## config.mk

```make
export PLATFORM = sky130hd
export DESIGN_NAME = detector_borda_multi_flat
export DESIGN_NICKNAME = d
export VERILOG_FILES = /design/src/rtl/detector_borda_multi_if.sv /design/src/rtl/detector_borda_multi.sv /design/src/flat_wrapper.sv
export SDC_FILE = /design/constraint.sdc
export NUM_CORES = 1
export LEC_CHECK = 0
export CAP_MARGIN = 0
export CORE_MARGIN = 2
export CORE_UTILIZATION = 49
export CTS_CLUSTER_SIZE = 24
export DETAILED_ROUTE_END_ITERATION = 10
export PLACE_DENSITY = 0.8
export SLEW_MARGIN = 20
export SYNTH_ARGS = -nofsm -noshare
export SYNTH_HDL_FRONTEND = slang
export SYNTH_SLANG_ARGS = --single-unit
export TNS_END_PERCENT = 1
```

## constraint.sdc

```tcl
create_clock -name clock -period 1.2 [get_ports clock]
set_input_delay 0.36 -clock clock [delete_from_list [all_inputs] [get_ports clock]]
set_output_delay 0.36 -clock clock [all_outputs]
set_load 0.01 [all_outputs]
```

## src/rtl/detector_borda_multi_if.sv

```systemverilog
// Bundles the signals exchanged between the multi-channel edge detector and
// its user. Clock and reset stay outside as plain ports.
//   sinal, modo, limpa : driven by the board/control side
//   pulso, nivel, pendente : driven by the detector
interface detector_borda_multi_if #(
    parameter int N = 4
);
    logic [N-1:0] sinal;     // raw asynchronous inputs, one bit per channel
    logic [1:0]   modo;      // edge select, shared by all channels
    logic [N-1:0] limpa;     // per-channel clear of the sticky flag
    logic [N-1:0] pulso;     // one-cycle pulse per qualified edge
    logic [N-1:0] nivel;     // debounced level
    logic [N-1:0] pendente;  // sticky event flag

    // Control side: drives the inputs and watches the results
    modport master (
        output sinal,
        output modo,
        output limpa,
        input  pulso,
        input  nivel,
        input  pendente
    );

    // Detector side
    modport slave (
        input  sinal,
        input  modo,
        input  limpa,
        output pulso,
        output nivel,
        output pendente
    );
endinterface

```

## src/rtl/detector_borda_multi.sv

```systemverilog
// N-channel debounced edge detector.
// Each channel passes its raw input through a SYNC_STAGES-deep synchroniser,
// then requires the synchronised value to differ from the debounced level for
// DEBOUNCE consecutive cycles before the level is updated. An update whose
// direction is enabled by modo produces a registered one-cycle pulse and sets
// a sticky pending flag, which the control side clears with limpa. A set and
// a clear on the same edge leave the flag set, so no event is lost.
module detector_borda_multi #(
    parameter int N           = 4,
    parameter int SYNC_STAGES = 2,
    parameter int DEBOUNCE    = 4,
    localparam int CW         = $clog2(DEBOUNCE + 1)
) (
    input  logic                  clock,
    input  logic                  reset,   // asynchronous, active-low
    detector_borda_multi_if.slave bus
);

    typedef enum logic [1:0] {
        MODO_NONE = 2'b00,
        MODO_RISE = 2'b01,
        MODO_FALL = 2'b10,
        MODO_BOTH = 2'b11
    } modo_e;

    // Counter value reached on the cycle before a new level is accepted
    localparam logic [CW-1:0] CNT_MAX = CW'(DEBOUNCE - 1);

    // Synchroniser chain: stage 0 samples the pin, last stage feeds the debouncer
    logic [SYNC_STAGES-1:0][N-1:0] sync_q;
    logic [N-1:0]                  sync_s;

    // Debounce and event state
    logic [N-1:0][CW-1:0] cnt_q,      cnt_d;
    logic [N-1:0]         nivel_q,    nivel_d;
    logic [N-1:0]         pulso_q,    pulso_d;
    logic [N-1:0]         pendente_q, pendente_d;

    modo_e modo_sel;
    logic  rise_en;
    logic  fall_en;

    assign sync_s   = sync_q[SYNC_STAGES-1];
    assign modo_sel = modo_e'(bus.modo);
    assign rise_en  = (modo_sel == MODO_RISE) || (modo_sel == MODO_BOTH);
    assign fall_en  = (modo_sel == MODO_FALL) || (modo_sel == MODO_BOTH);

    // Shift the raw inputs through the synchroniser flops
    always_ff @(posedge clock or negedge reset) begin
        if (!reset) begin
            sync_q <= '0;
        end else begin
            // NOTE: sequential state uses <= so every flop samples pre-edge values;
            // with = the chain would collapse into a single stage.
            sync_q <= {sync_q[SYNC_STAGES-2:0], bus.sinal};
        end
    end

    // Debounce each channel, detect qualified updates, maintain pending flags
    always_comb begin
        // NOTE: every output of this block is given a default before any branch,
        // so no path leaves a value unassigned and no latch is inferred.
        cnt_d   = cnt_q;
        nivel_d = nivel_q;
        pulso_d = '0;

        for (int ch = 0; ch < N; ch++) begin
            if (sync_s[ch] == nivel_q[ch]) begin
                // Input agrees with the accepted level: discard any partial count
                cnt_d[ch] = '0;
            end else if (cnt_q[ch] == CNT_MAX) begin
                // New level has held long enough: accept it and qualify the edge
                cnt_d[ch]   = '0;
                nivel_d[ch] = sync_s[ch];
                pulso_d[ch] = sync_s[ch] ? rise_en : fall_en;
            end else begin
                cnt_d[ch] = cnt_q[ch] + CW'(1);
            end
        end

        // Setting takes priority over clearing
        pendente_d = pulso_d | (pendente_q & ~bus.limpa);
    end

    // Register debounce counters, levels, pulses and pending flags
    always_ff @(posedge clock or negedge reset) begin
        if (!reset) begin
            cnt_q      <= '0;
            nivel_q    <= '0;
            pulso_q    <= '0;
            pendente_q <= '0;
        end else begin
            cnt_q      <= cnt_d;
            nivel_q    <= nivel_d;
            pulso_q    <= pulso_d;
            pendente_q <= pendente_d;
        end
    end

    assign bus.pulso    = pulso_q;
    assign bus.nivel    = nivel_q;
    assign bus.pendente = pendente_q;

endmodule

```

## src/flat_wrapper.sv

```systemverilog
// flat-port wrapper written by rule: the top's interface ports become plain ports
module detector_borda_multi_flat 
#(
    parameter int N           = 4,
    parameter int SYNC_STAGES = 2,
    parameter int DEBOUNCE    = 4,
    localparam int CW         = $clog2(DEBOUNCE + 1)
)
  (clock, reset, bus_sinal, bus_modo, bus_limpa, bus_pulso, bus_nivel, bus_pendente);
  detector_borda_multi_if #(.N(N)) bus_i ();
  input  logic clock;
  input  logic reset;
  input wire logic [$bits(bus_i.sinal)-1:0] bus_sinal;
  input wire logic [$bits(bus_i.modo)-1:0] bus_modo;
  input wire logic [$bits(bus_i.limpa)-1:0] bus_limpa;
  output wire logic [$bits(bus_i.pulso)-1:0] bus_pulso;
  output wire logic [$bits(bus_i.nivel)-1:0] bus_nivel;
  output wire logic [$bits(bus_i.pendente)-1:0] bus_pendente;
  assign bus_i.sinal = bus_sinal;
  assign bus_i.modo = bus_modo;
  assign bus_i.limpa = bus_limpa;
  assign bus_pulso = bus_i.pulso;
  assign bus_nivel = bus_i.nivel;
  assign bus_pendente = bus_i.pendente;
  detector_borda_multi #(.N(N), .SYNC_STAGES(SYNC_STAGES), .DEBOUNCE(DEBOUNCE)) u_core (.clock(clock), .reset(reset), .bus(bus_i));
endmodule
```

==> results by group <==
Synthesis
  – Main area contributors after synthesis: dfrtp_1 (66%), nand3b_1 (4.3%), nor3b_1 (4.3%)
  – Most common flop cell mapped by yosys: dfrtp_1
  – Synth top area share: 65.8%
  – Average size of a mapped cell: 14.5 um2
  – Main combinational cell family by area after synthesis: simple AND/OR/NAND/NOR gates
  – Synthesized cell area: 1220 um2
  – Post-Synthesis Cells: 84
  – Seq cells post-synth: 32
  – Most frequent cell after synthesis: dfrtp_1
  – Seq/Total Area, Yosys: 65.8%
  – Synth area leader: dfrtp_1
  – Synth Area in Compound Gates: 5.14%
  – Number of synthesized flops with an enable pin: 0
  – Count of cell types in the netlist: 19
  – Multiplexer share of the synthesized area: 3.70%
  – Post-synthesis xor/xnor area fraction: 2.88%
  – Post-Synth Adder-Cell Area: 4.11%
  – Synthesized Nets: 100
  – Async set-reset flop share out of synthesis: 100%
  – Synth Area in Simple Gates: 16.5%
  – Post-synth top cells: dfrtp_1 (32), nand3b_1 (7), nor3b_1 (7), inv_1 (6)
  – Synth warnings: 0

Power
  – Sw power: 0.840 mW
  – Sw Ratio: 28.9%
  – VDD IR max: 0.00111 V
  – Comb pwr share: 30.9%
  – Leak: 0.774 nW
  – Reg power frac: 48.1%
  – Tot Pwr: 2.91 mW
  – Cell Int Power: 2.07 mW
  – Power per cell area: 1870 nW/um2
  – Clock power frac: 21.0%

Setup path
  – Slowest stage cell on the critical path: dfrtp_1
  – CP Max Fanout: 2
  – Flop2flop setup slack: 0.02 ns
  – Delay-heaviest family, CP: flip-flops
  – WS Path Type: flop to output pin
  – CP cell instances: buf_2
  – Buf+Inv Stages, Crit Path: 1
  – CP peak stage delay: 0.39 ns
  – FF-to-FF Start: u_core.cnt_q[9]
  – CP Launch Type: flop
  – CP Data Arrival Time: 0.84 ns
  – CP required: 0.84 ns
  – Setup crit end kind: output pin
  – Crit path from: u_core.bus.nivel[0]

Hold path
  – Hold Startpoint: u_core.sync_q[1]
  – Hold crit path type: flop to flop

Timing
  – Unrepaired setup endpoints after global routing: yes
  – Final min period: 1.20 ns
  – Max Fclk: 831 MHz
  – Slew HR: 81.7%
  – Final setup violation count: 3
  – Hold Fails Final Rpt: 0
  – Max-slew violation count: 0
  – Setup ws final: -0.00392 ns
  – Worst Max-Slew Pin Slew: 0.273 ns
  – Clk_skew: 0.00524 ns
  – Post-route setup TNS: -0.00709 ns
  – Crit share post-route: 100%

Route
  – Pre-Repair DR Iteration Count: 4
  – Initial DRC count: 8
  – DR DRC count: 0
  – DRT Wirelength: 1.91 mm
  – Vias post-DR: 737
  – WL/cell: 12.6 um
  – Final ANT Viol Nets: 0
  – Vias per std cell: 4.85

Place
  – HPWL Detailed: 1.43 mm
  – Port-buffer cells: 23
  – Placement Cell Area: 1540 um2
  – Gpl congestion: 0.696

CTS
  – Num CTS Buffers: 5
  – Clk Latency, worst-skew pair: 0.31 ns
  – CTS H-tree depth: 2
  – Root buffer cell: clkbuf_4
  – Sink Count: 32
  – CTS tree: built
  – CTS Hold Bufs: 0
  – Reg clk slew, reported paths: 0.08 ns
  – Clk buf depth: 2

Run status
  – Failing checks: setup timing
  – Status: finished with violations

Die
  – I/O pins: 24
  – Row Count: 18
  – Die height: 53.8 um
  – Die area: 2900 um2
  – Die width: 53.8 um
  – Core ar.: 2410 um2
  – Initial core utilization: 50.5%

Run
  – Max Cap Viol: 0

Global routing
  – First-pass GRT wire length: 3.16 mm
  – Initial antenna violation count: 0
  – Grt ovf: 0
  – Largest net degree at the start of global routing: 33
  – Vias in the first global route: 775
  – Gr usage total: 15.7%

Finish
  – Share of cells above drive strength 1: 32.0%
  – N_diodes: 0
  – Design area: 1560 um2
  – Nets: 137
  – Synth-to-layout area growth: 27.9%
  – Final core utilization: 64.6%
==> logic make-up (layout without fill, tap and decap cells) <==
kind of cell             Yosys count  after routing
adder cells (fa/ha/maj)            4              4
AND/OR/NAND/NOR                   26             26
AO/OA/AOI/OAI                      8              8
buffers and inverters              6             44
XOR/XNOR                           4              4
flip-flops                        32             32
multiplexers                       4              4
==> stage by stage <==
step	hold WS [ns]	setup slack (ns)	std cells
after floorplan	0.0644	0.0864	84
after global placement	0.333	-0.170	143
after detailed placement	0.337	-0.207	143
after CTS	0.357	-0.0261	152
after global routing	0.363	-0.0498	152
final	0.356	-0.00392	152
==> routing by layer <==
metal | vias to the layer above | routed length [um] | global-route usage (%)
met5 | - | 0 | 0
met2 | 20 | 1020 | 26.4
met4 | 0 | 5 | 7.26
met1 | 358 | 744 | 17.1
met3 | 2 | 137 | 6.67
li1 | 357 | - | -
==> what timing repair did <==
action | 4_1_cts | 5_1_grt
setup buffers | 1 | 0
gates cloned | 0 | 0
endpoints found under the setup margin | 13 | 14
resized for setup | 49 | 2
endpoints found under the hold margin | 0 | 0
==> path summary, 6_finish.rpt <==
kind                                       end  cells after the start
setup reg to reg           u_core.bus.nivel[3]                      3
setup / recovery                  bus_nivel[0]                      1
hold / removal                u_core.sync_s[1]                      0
max in group asynchronous     u_core.sync_s[0]                      2
min in group asynchronous     u_core.cnt_q[10]                      2
hold reg to reg               u_core.sync_s[1]                      0
==> registers in the layout, summed over array words and instances (netlist names) <==
register and cells:
u_core.bus.pulso 4, u_core.bus.nivel 4, u_core.cnt_q 12, u_core.bus.pendente 4, u_core.sync_q 4, u_core.sync_s 4
==> final cells by class <==
class | instances | area (um2)
fillers | 190 | 853
clock buffers | 8 | 58.8
repair buffers | 30 | 235
well taps | 30 | 37.5
flip-flops and latches | 32 | 801
inverters | 6 | 22.5
multi-input cells | 46 | 402
==> power by group through the flow <==
stage	Combinational, mW	Clock (mW)	Sequential, mW
after detailed placement	0.982	0	1.42
after global placement	0.930	0	1.41
final	0.898	0.611	1.40
after CTS	0.912	0.639	1.40
after global routing	1.00	0.673	1.42
after floorplan	0.443	0	1.48
==> cell usage in the layout (no fill, tap or decap) <==
cell	count
nor2b_4	1
nand2b_4	3
clkbuf_8	1
buf_12	1
inv_1	6
and2_1	1
a21oi_2	3
ha_2	3
nand2b_1	1
clkdlybuf4s50_1	11
nand3b_1	7
xnor2_1	4
a22o_1	1
buf_4	6
nor2_1	1
mux2_2	4
nor3b_1	7
nor3_1	3
clkbuf_1	2
buf_2	12
dfrtp_1	32
clkbuf_4	5
ha_1	1
nor2b_1	1
nand2_1	1
o21ai_0	1
a21o_1	3
No activity file was read; power rests on OpenSTA's default activity.
